## config.mk

```make
export PLATFORM = sky130hd
export DESIGN_NAME = signed_divider
export DESIGN_NICKNAME = d
export VERILOG_FILES = /design/src/rtl/div_pkg.sv /design/src/rtl/div_step.sv /design/src/rtl/signed_divider.sv
export SDC_FILE = /design/constraint.sdc
export NUM_CORES = 2
export LEC_CHECK = 0
export BUFFER_PORTS_ARGS = -buffer_cell sky130_fd_sc_hd__buf_2
export CORE_MARGIN = 8
export CORE_UTILIZATION = 45
export CTS_CLUSTER_DIAMETER = 60
export CTS_CLUSTER_SIZE = 24
export DETAILED_ROUTE_END_ITERATION = 10
export GPL_TIMING_DRIVEN = 0
export PLACE_DENSITY = 0.6
export SYNTH_ARGS = -nofsm -noshare
export SYNTH_HDL_FRONTEND = slang
export SYNTH_HIERARCHICAL = 1
export SYNTH_SLANG_ARGS = --single-unit
export TNS_END_PERCENT = 10
```

## constraint.sdc

```tcl
create_clock -name clk -period 11.7 [get_ports clk]
set_clock_uncertainty 0.2 [all_clocks]
set_input_delay 0.585 -clock clk [delete_from_list [all_inputs] [get_ports clk]]
set_output_delay 0.585 -clock clk [all_outputs]
set_load 0.02 [all_outputs]
```

## src/rtl/div_pkg.sv

```systemverilog
`default_nettype none
// ============================================================================
// Module      : div_pkg
// Description : Shared definitions for the sequential signed divider: default
//               width, FSM state encoding and special-case result constants.
// Revision    : 1.0 - initial release
// ============================================================================
package div_pkg;

   // Default operand / result width
   localparam int DIV_WIDTH = 64;

   // FSM state encoding (2-bit, legacy-compatible)
   localparam logic [1:0] ST_IDLE = 2'b00;
   localparam logic [1:0] ST_EXEC = 2'b01;
   localparam logic [1:0] ST_FIX  = 2'b10;
   localparam logic [1:0] ST_DONE = 2'b11;

   // Special-case results at the default width
   localparam logic [DIV_WIDTH-1:0] DIV_ALL_ONES   = {DIV_WIDTH{1'b1}};
   localparam logic [DIV_WIDTH-1:0] DIV_MIN_SIGNED = {1'b1, {(DIV_WIDTH-1){1'b0}}};

endpackage : div_pkg
`default_nettype wire

```

## src/rtl/div_step.sv

```systemverilog
`default_nettype none
// ============================================================================
// Module      : div_step
// Description : One combinational radix-2 non-restoring division iteration.
//               Shifts {partial remainder, quotient} left by one, then adds or
//               subtracts the divisor magnitude depending on the sign of the
//               current partial remainder.
// Revision    : 1.0 - initial release
// ============================================================================
module div_step
   import div_pkg::*;
#(
   parameter int WIDTH = DIV_WIDTH
) (
   input  logic [WIDTH:0]   i_pr,       // signed partial remainder (WIDTH+1 bits)
   input  logic [WIDTH-1:0] i_q,        // quotient / remaining dividend bits
   input  logic [WIDTH-1:0] i_divisor,  // divisor magnitude (unsigned)
   output logic [WIDTH:0]   o_pr,
   output logic [WIDTH-1:0] o_q
);

   logic [WIDTH:0] w_pr_shift;
   logic [WIDTH:0] w_div_ext;

   // Single non-restoring step. Intermediate values may exceed the WIDTH+1 bit
   // range, but the final result always lies in [-D, D) so modular arithmetic
   // yields the exact value.
   always_comb begin
      w_pr_shift = {i_pr[WIDTH-1:0], i_q[WIDTH-1]};
      w_div_ext  = {1'b0, i_divisor};
      if (i_pr[WIDTH]) begin
         o_pr = w_pr_shift + w_div_ext;
      end else begin
         o_pr = w_pr_shift - w_div_ext;
      end
      o_q = {i_q[WIDTH-2:0], ~o_pr[WIDTH]};
   end

endmodule : div_step
`default_nettype wire

```

## src/rtl/signed_divider.sv

```systemverilog
`default_nettype none
// ============================================================================
// Module      : signed_divider
// Description : Sequential signed divider, one quotient bit per cycle
//               (radix-2 non-restoring). Quotient truncates toward zero and the
//               remainder takes the sign of the dividend. Shares the
//               op_start/op_clear/op_done handshake with the Booth multiplier.
//               WIDTH must be even and at least 4.
// Revision    : 1.0 - initial release
// ============================================================================
module signed_divider
   import div_pkg::*;
#(
   parameter int WIDTH = DIV_WIDTH
) (
   input  logic             clk,
   input  logic             reset,
   input  logic             op_start,
   input  logic             op_clear,
   input  logic [WIDTH-1:0] dividend,
   input  logic [WIDTH-1:0] divisor,
   output logic             op_done,
   output logic [WIDTH-1:0] quotient,
   output logic [WIDTH-1:0] remainder
);

   localparam int                CW          = $clog2(WIDTH);
   localparam logic [CW-1:0]     c_CNT_INIT  = CW'(WIDTH - 1);
   localparam logic [WIDTH-1:0]  c_ALL_ONES  = {WIDTH{1'b1}};
   localparam logic [WIDTH-1:0]  c_MIN_SIGN  = {1'b1, {(WIDTH-1){1'b0}}};

   logic [1:0]       r_state;
   logic [WIDTH:0]   r_pr;          // signed partial remainder
   logic [WIDTH-1:0] r_q;           // working quotient (starts as |dividend|)
   logic [WIDTH-1:0] r_dvs;         // |divisor|
   logic             r_dvd_neg;
   logic             r_dvs_neg;
   logic [CW-1:0]    r_cnt;
   logic [WIDTH-1:0] r_quotient;
   logic [WIDTH-1:0] r_remainder;

   logic [WIDTH:0]   w_pr_next;
   logic [WIDTH-1:0] w_q_next;
   logic [WIDTH-1:0] w_dvd_abs;
   logic [WIDTH-1:0] w_dvs_abs;
   logic [WIDTH-1:0] w_rem_mag;
   logic             w_div_zero;
   logic             w_overflow;

   div_step #(
      .WIDTH     (WIDTH)
   ) u_step (
      .i_pr      (r_pr),
      .i_q       (r_q),
      .i_divisor (r_dvs),
      .o_pr      (w_pr_next),
      .o_q       (w_q_next)
   );

   // Operand magnitudes, special-case detection and final remainder correction
   always_comb begin
      w_dvd_abs  = dividend[WIDTH-1] ? (~dividend + 1'b1) : dividend;
      w_dvs_abs  = divisor[WIDTH-1]  ? (~divisor + 1'b1)  : divisor;
      w_div_zero = (divisor == '0);
      w_overflow = (dividend == c_MIN_SIGN) && (divisor == c_ALL_ONES);
      // A negative partial remainder is corrected by adding the divisor back;
      // the top bit of the sum is always zero, so only the low WIDTH bits matter.
      w_rem_mag  = r_pr[WIDTH-1:0] + (r_pr[WIDTH] ? r_dvs : '0);
   end

   // Control FSM, iteration datapath and result registers
   always_ff @(posedge clk or posedge reset) begin
      if (reset) begin
         r_state     <= ST_IDLE;
         r_pr        <= '0;
         r_q         <= '0;
         r_dvs       <= '0;
         r_dvd_neg   <= 1'b0;
         r_dvs_neg   <= 1'b0;
         r_cnt       <= '0;
         r_quotient  <= '0;
         r_remainder <= '0;
      end else if (op_clear) begin
         r_state     <= ST_IDLE;
         r_pr        <= '0;
         r_q         <= '0;
         r_dvs       <= '0;
         r_dvd_neg   <= 1'b0;
         r_dvs_neg   <= 1'b0;
         r_cnt       <= '0;
         r_quotient  <= '0;
         r_remainder <= '0;
      end else begin
         case (r_state)
            ST_IDLE: begin
               if (op_start) begin
                  r_q       <= w_dvd_abs;
                  r_dvs     <= w_dvs_abs;
                  r_dvd_neg <= dividend[WIDTH-1];
                  r_dvs_neg <= divisor[WIDTH-1];
                  r_pr      <= '0;
                  r_cnt     <= c_CNT_INIT;
                  if (w_div_zero) begin
                     r_quotient  <= c_ALL_ONES;
                     r_remainder <= dividend;
                     r_state     <= ST_DONE;
                  end else if (w_overflow) begin
                     r_quotient  <= c_MIN_SIGN;
                     r_remainder <= '0;
                     r_state     <= ST_DONE;
                  end else begin
                     r_state <= ST_EXEC;
                  end
               end
            end
            ST_EXEC: begin
               r_pr  <= w_pr_next;
               r_q   <= w_q_next;
               r_cnt <= r_cnt - 1'b1;
               if (r_cnt == '0) begin
                  r_state <= ST_FIX;
               end
            end
            ST_FIX: begin
               r_quotient  <= (r_dvd_neg ^ r_dvs_neg) ? (~r_q + 1'b1) : r_q;
               r_remainder <= r_dvd_neg ? (~w_rem_mag + 1'b1) : w_rem_mag;
               r_state     <= ST_DONE;
            end
            default: begin
               // DONE: hold results until op_clear or reset
               r_state <= ST_DONE;
            end
         endcase
      end
   end

   assign op_done   = (r_state == ST_DONE);
   assign quotient  = r_quotient;
   assign remainder = r_remainder;

endmodule : signed_divider
`default_nettype wire
```

==> impl_results.md <==
* Die width at 273 um
* Clock sinks at 331
* Routed wire length per instance at 22.4 um
* PostCTS Resize Cnt at 0
* Most common cell after layout, fill and taps aside: nand2_1
* GRT overflow at 0
* Max Clk Rate at 0.139 GHz
* Overall Power at 0.00853 W
* Dominant cell type by area after synthesis: dfrtp_1
* Required @ worst endpoint at 12.01 ns
* Number of I/O pins at 261
* Critical Path Sink Type: flop
* Detailed Routing Iterations Pass 1 at 5
* DRC Markers at 0
* Hold Crit Class: in2reg
* Detailed-placement wirelength estimate at 93200 um
* # rows at 94
* CTS Buf Count at 36
* Slew at the pin closest to its max-slew limit at 1.37 ns
* # Max-Cap Violations at 0
* Cell Area, Synth at 0.0298 mm^2
* Count of pins over their slew limit at 0
* Seq/Total Area, Yosys at 27.8%
* Yosys cell types at 99
* Die Area at 0.0747 mm^2
* Worst setup SP type: flop
* IO Port Bufs at 257
* Largest net degree at the start of global routing at 131
* CTS root buffer: clkbuf_16
* Yosys warns at 6
* Most frequent cells in the layout: nand2_1 (502), dfrtp_1 (331), a21oi_1 (296)
* Die height at 273 um
* Tot GR Track Use at 28.8%
* First-pass GRT wire length at 170000 um
* Crit path DAT at 7.52 ns
* Setup-failing EPs final at 0
* Remaining antenna violation count at 0
* Top cell type's share of synthesized area at 27.8%
* Setup ws final at 4.49 ns
* Reg power frac at 19.9%
* Crit Path Category: reg2reg
* Post-Route WL at 113000 um
* P_int at 0.00411 W
* Vias in the first global route at 29300
* Share of post-route cells with drive strength above 1 at 11.0%
* Pwr dens at 254 mW/mm^2
* Clock Latency Late Sink at 0.58 ns
* CTS HTree Levels at 2
* Net count after synthesis at 4105
* Static leakage at 14.8 nW
* Top cells by area, synth: dfrtp_1 (28%), xor2_1 (6.5%), nand2_1 (6.3%), xnor2_1 (5.7%), ha_1 (5.7%)
* Post-synthesis async set-or-reset flop share at 100%
* RSZ-0062 raised after global routing: no
* P&R area growth vs syn at 12.5%
* Clock Path Buffers at 3
* Reg clk slew, reported paths at 0.07 ns
* Via/cell ratio at 5.93
* EDFF count, synth at 0
* Status: finished clean
* Number of DRC markers in iteration 0 at 2250
* Synth Flop Type: dfrtp_1
* Setup TNS at 0 ns
* Crit path max fanout at 10
* Logic pwr share at 65.5%
* Final nets at 4403
* Sw Ratio at 51.8%
* Clock power share at 14.6%
* Crit share post-route at 61.6%
* Initial antenna violation count at 12
* Max IR drop VDD at 0.000143 V
* Starting Density at 45.4%
* DR vias at 29800
* Synth Register Bits at 331
* Fillcell total at 6799
* Net Sw Power at 0.00442 W
* Rel. slew slack at 6.13%
* Hold slack at 0.103 ns
* Pre-CTS WS at 4.46 ns
* Crit path time final at 7.21 ns
* CTS tree: built
* Core Region at 0.0656 mm^2
* Cells after Synth at 3835
* Final core occ at 51.1%
* Final Hold Vio Count at 0
* Final GP Congestion at 0.983
* Avg Synthesized Cell Area at 7.77 um^2
worst max-delay path, stage by stage (launching register included):
cell,delay (ns)
dfrtp_1,0.63
clkbuf_1,0.49
clkbuf_1,0.53
and2_1,0.23
ha_1,0.19
inv_1,0.06
fa_1,0.41
nand2b_1,0.20
a21o_1,0.21
a31o_2,0.26
o2111ai_1,0.56
nand3_1,0.18
a2111oi_0,0.58
nand3_1,0.33
nor4_1,0.92
nand3_1,0.34
nor3_1,0.34
mux2_2,0.38
o21ai_1,0.11
sequential cells by signal (all words and copies together), names as in the netlist:
signal and count:
r_pr 65, quotient 64, r_dvs 64, r_q 64, remainder 64, r_cnt 6
r_state 2, r_dvd_neg 1, r_dvs_neg 1
power groups by stage:
stage | clock network (W) | registers [W] | logic (W)
4_1_cts | 0.00127 | 0.00169 | 0.00550
6_report | 0.00125 | 0.00170 | 0.00559
3_3_place_gp | 0 | 0.00171 | 0.00547
3_5_place_dp | 0 | 0.00171 | 0.00548
2_1_floorplan | 0 | 0.00164 | 0.00405
5_1_grt | 0.00131 | 0.00173 | 0.00612
cell usage after synthesis, types with 25 or more instances:
library cell,count
a31oi_1,25
xnor2_1,195
nor2_1,285
o41ai_1,27
ha_1,136
nand2_1,502
nor4_1,40
nand4_1,70
a21o_1,51
clkbuf_1,201
nand2b_1,34
and2_1,86
dfrtp_1,331
inv_1,51
or3_1,57
nand3_1,66
o221ai_1,54
nor3_1,98
a22o_1,84
o21ai_1,154
a22oi_1,27
o31ai_1,71
xor2_1,222
or4_1,35
buf_4,63
o21ai_0,253
a21oi_1,296
through the flow:
step	cell area, um^2	std cells
2_1_floorplan	29800	3835
3_3_place_gp	32200	4956
3_5_place_dp	32200	4958
4_1_cts	33500	5023
5_1_grt	33500	5030
6_report	33500	5032
layer usage:
metal  track usage [%]  part of all wire (%)  vias to the layer above
li1                  -                     -                    14500
met3              3.81                   5.4                      269
met1              35.6                    42                    14000
met4              14.6                   5.2                        6
met2              49.0                    47                     1016
met5                 0                 0.032                        -
worst paths after layout:
check                      cells after the start  slack [ns]            end         start
max                                           18        4.49  remainder[51]      r_pr[64]
min                                            3        0.10  remainder[54]  dividend[54]
max reg2reg                                   18        4.49  remainder[51]      r_pr[64]
min reg2reg                                    2        0.26   quotient[49]  quotient[49]
max in group asynchronous                      4        9.73      r_dvs[56]         reset
min in group asynchronous                      3        0.47    quotient[2]         reset
final cells by class:
class | instances | area [um^2] | area share [%]
multi-input cells | 3170 | 20000 | 59.7
diodes | 9 | 22.5 | 0.0672
plain buffers | 281 | 1300 | 3.87
repair buffers | 260 | 1350 | 4.03
well taps | 864 | 1080 | 3.22
clock inverters | 27 | 355 | 1.06
inverters | 53 | 206 | 0.616
clock buffers | 37 | 915 | 2.73
flip-flops and latches | 331 | 8280 | 24.7
repair_timing:
action / CTS / global route
endpoints found under the hold margin: 91 / 0
buffers inserted: 0 / 0
hold buffers: 1 / 0
cells by family after synthesis:
kind of cell	after synthesis	synth area share, %
buffers and inverters	334	5.02
multiplexers	10	0.361
adder cells (fa/ha/maj)	138	5.85
AND/OR/NAND/NOR	1383	22.5
XOR/XNOR	417	12.3
flip-flops	331	27.8
AO/OA/AOI/OAI	1222	26.2
Power figures use the tool's default switching activity.
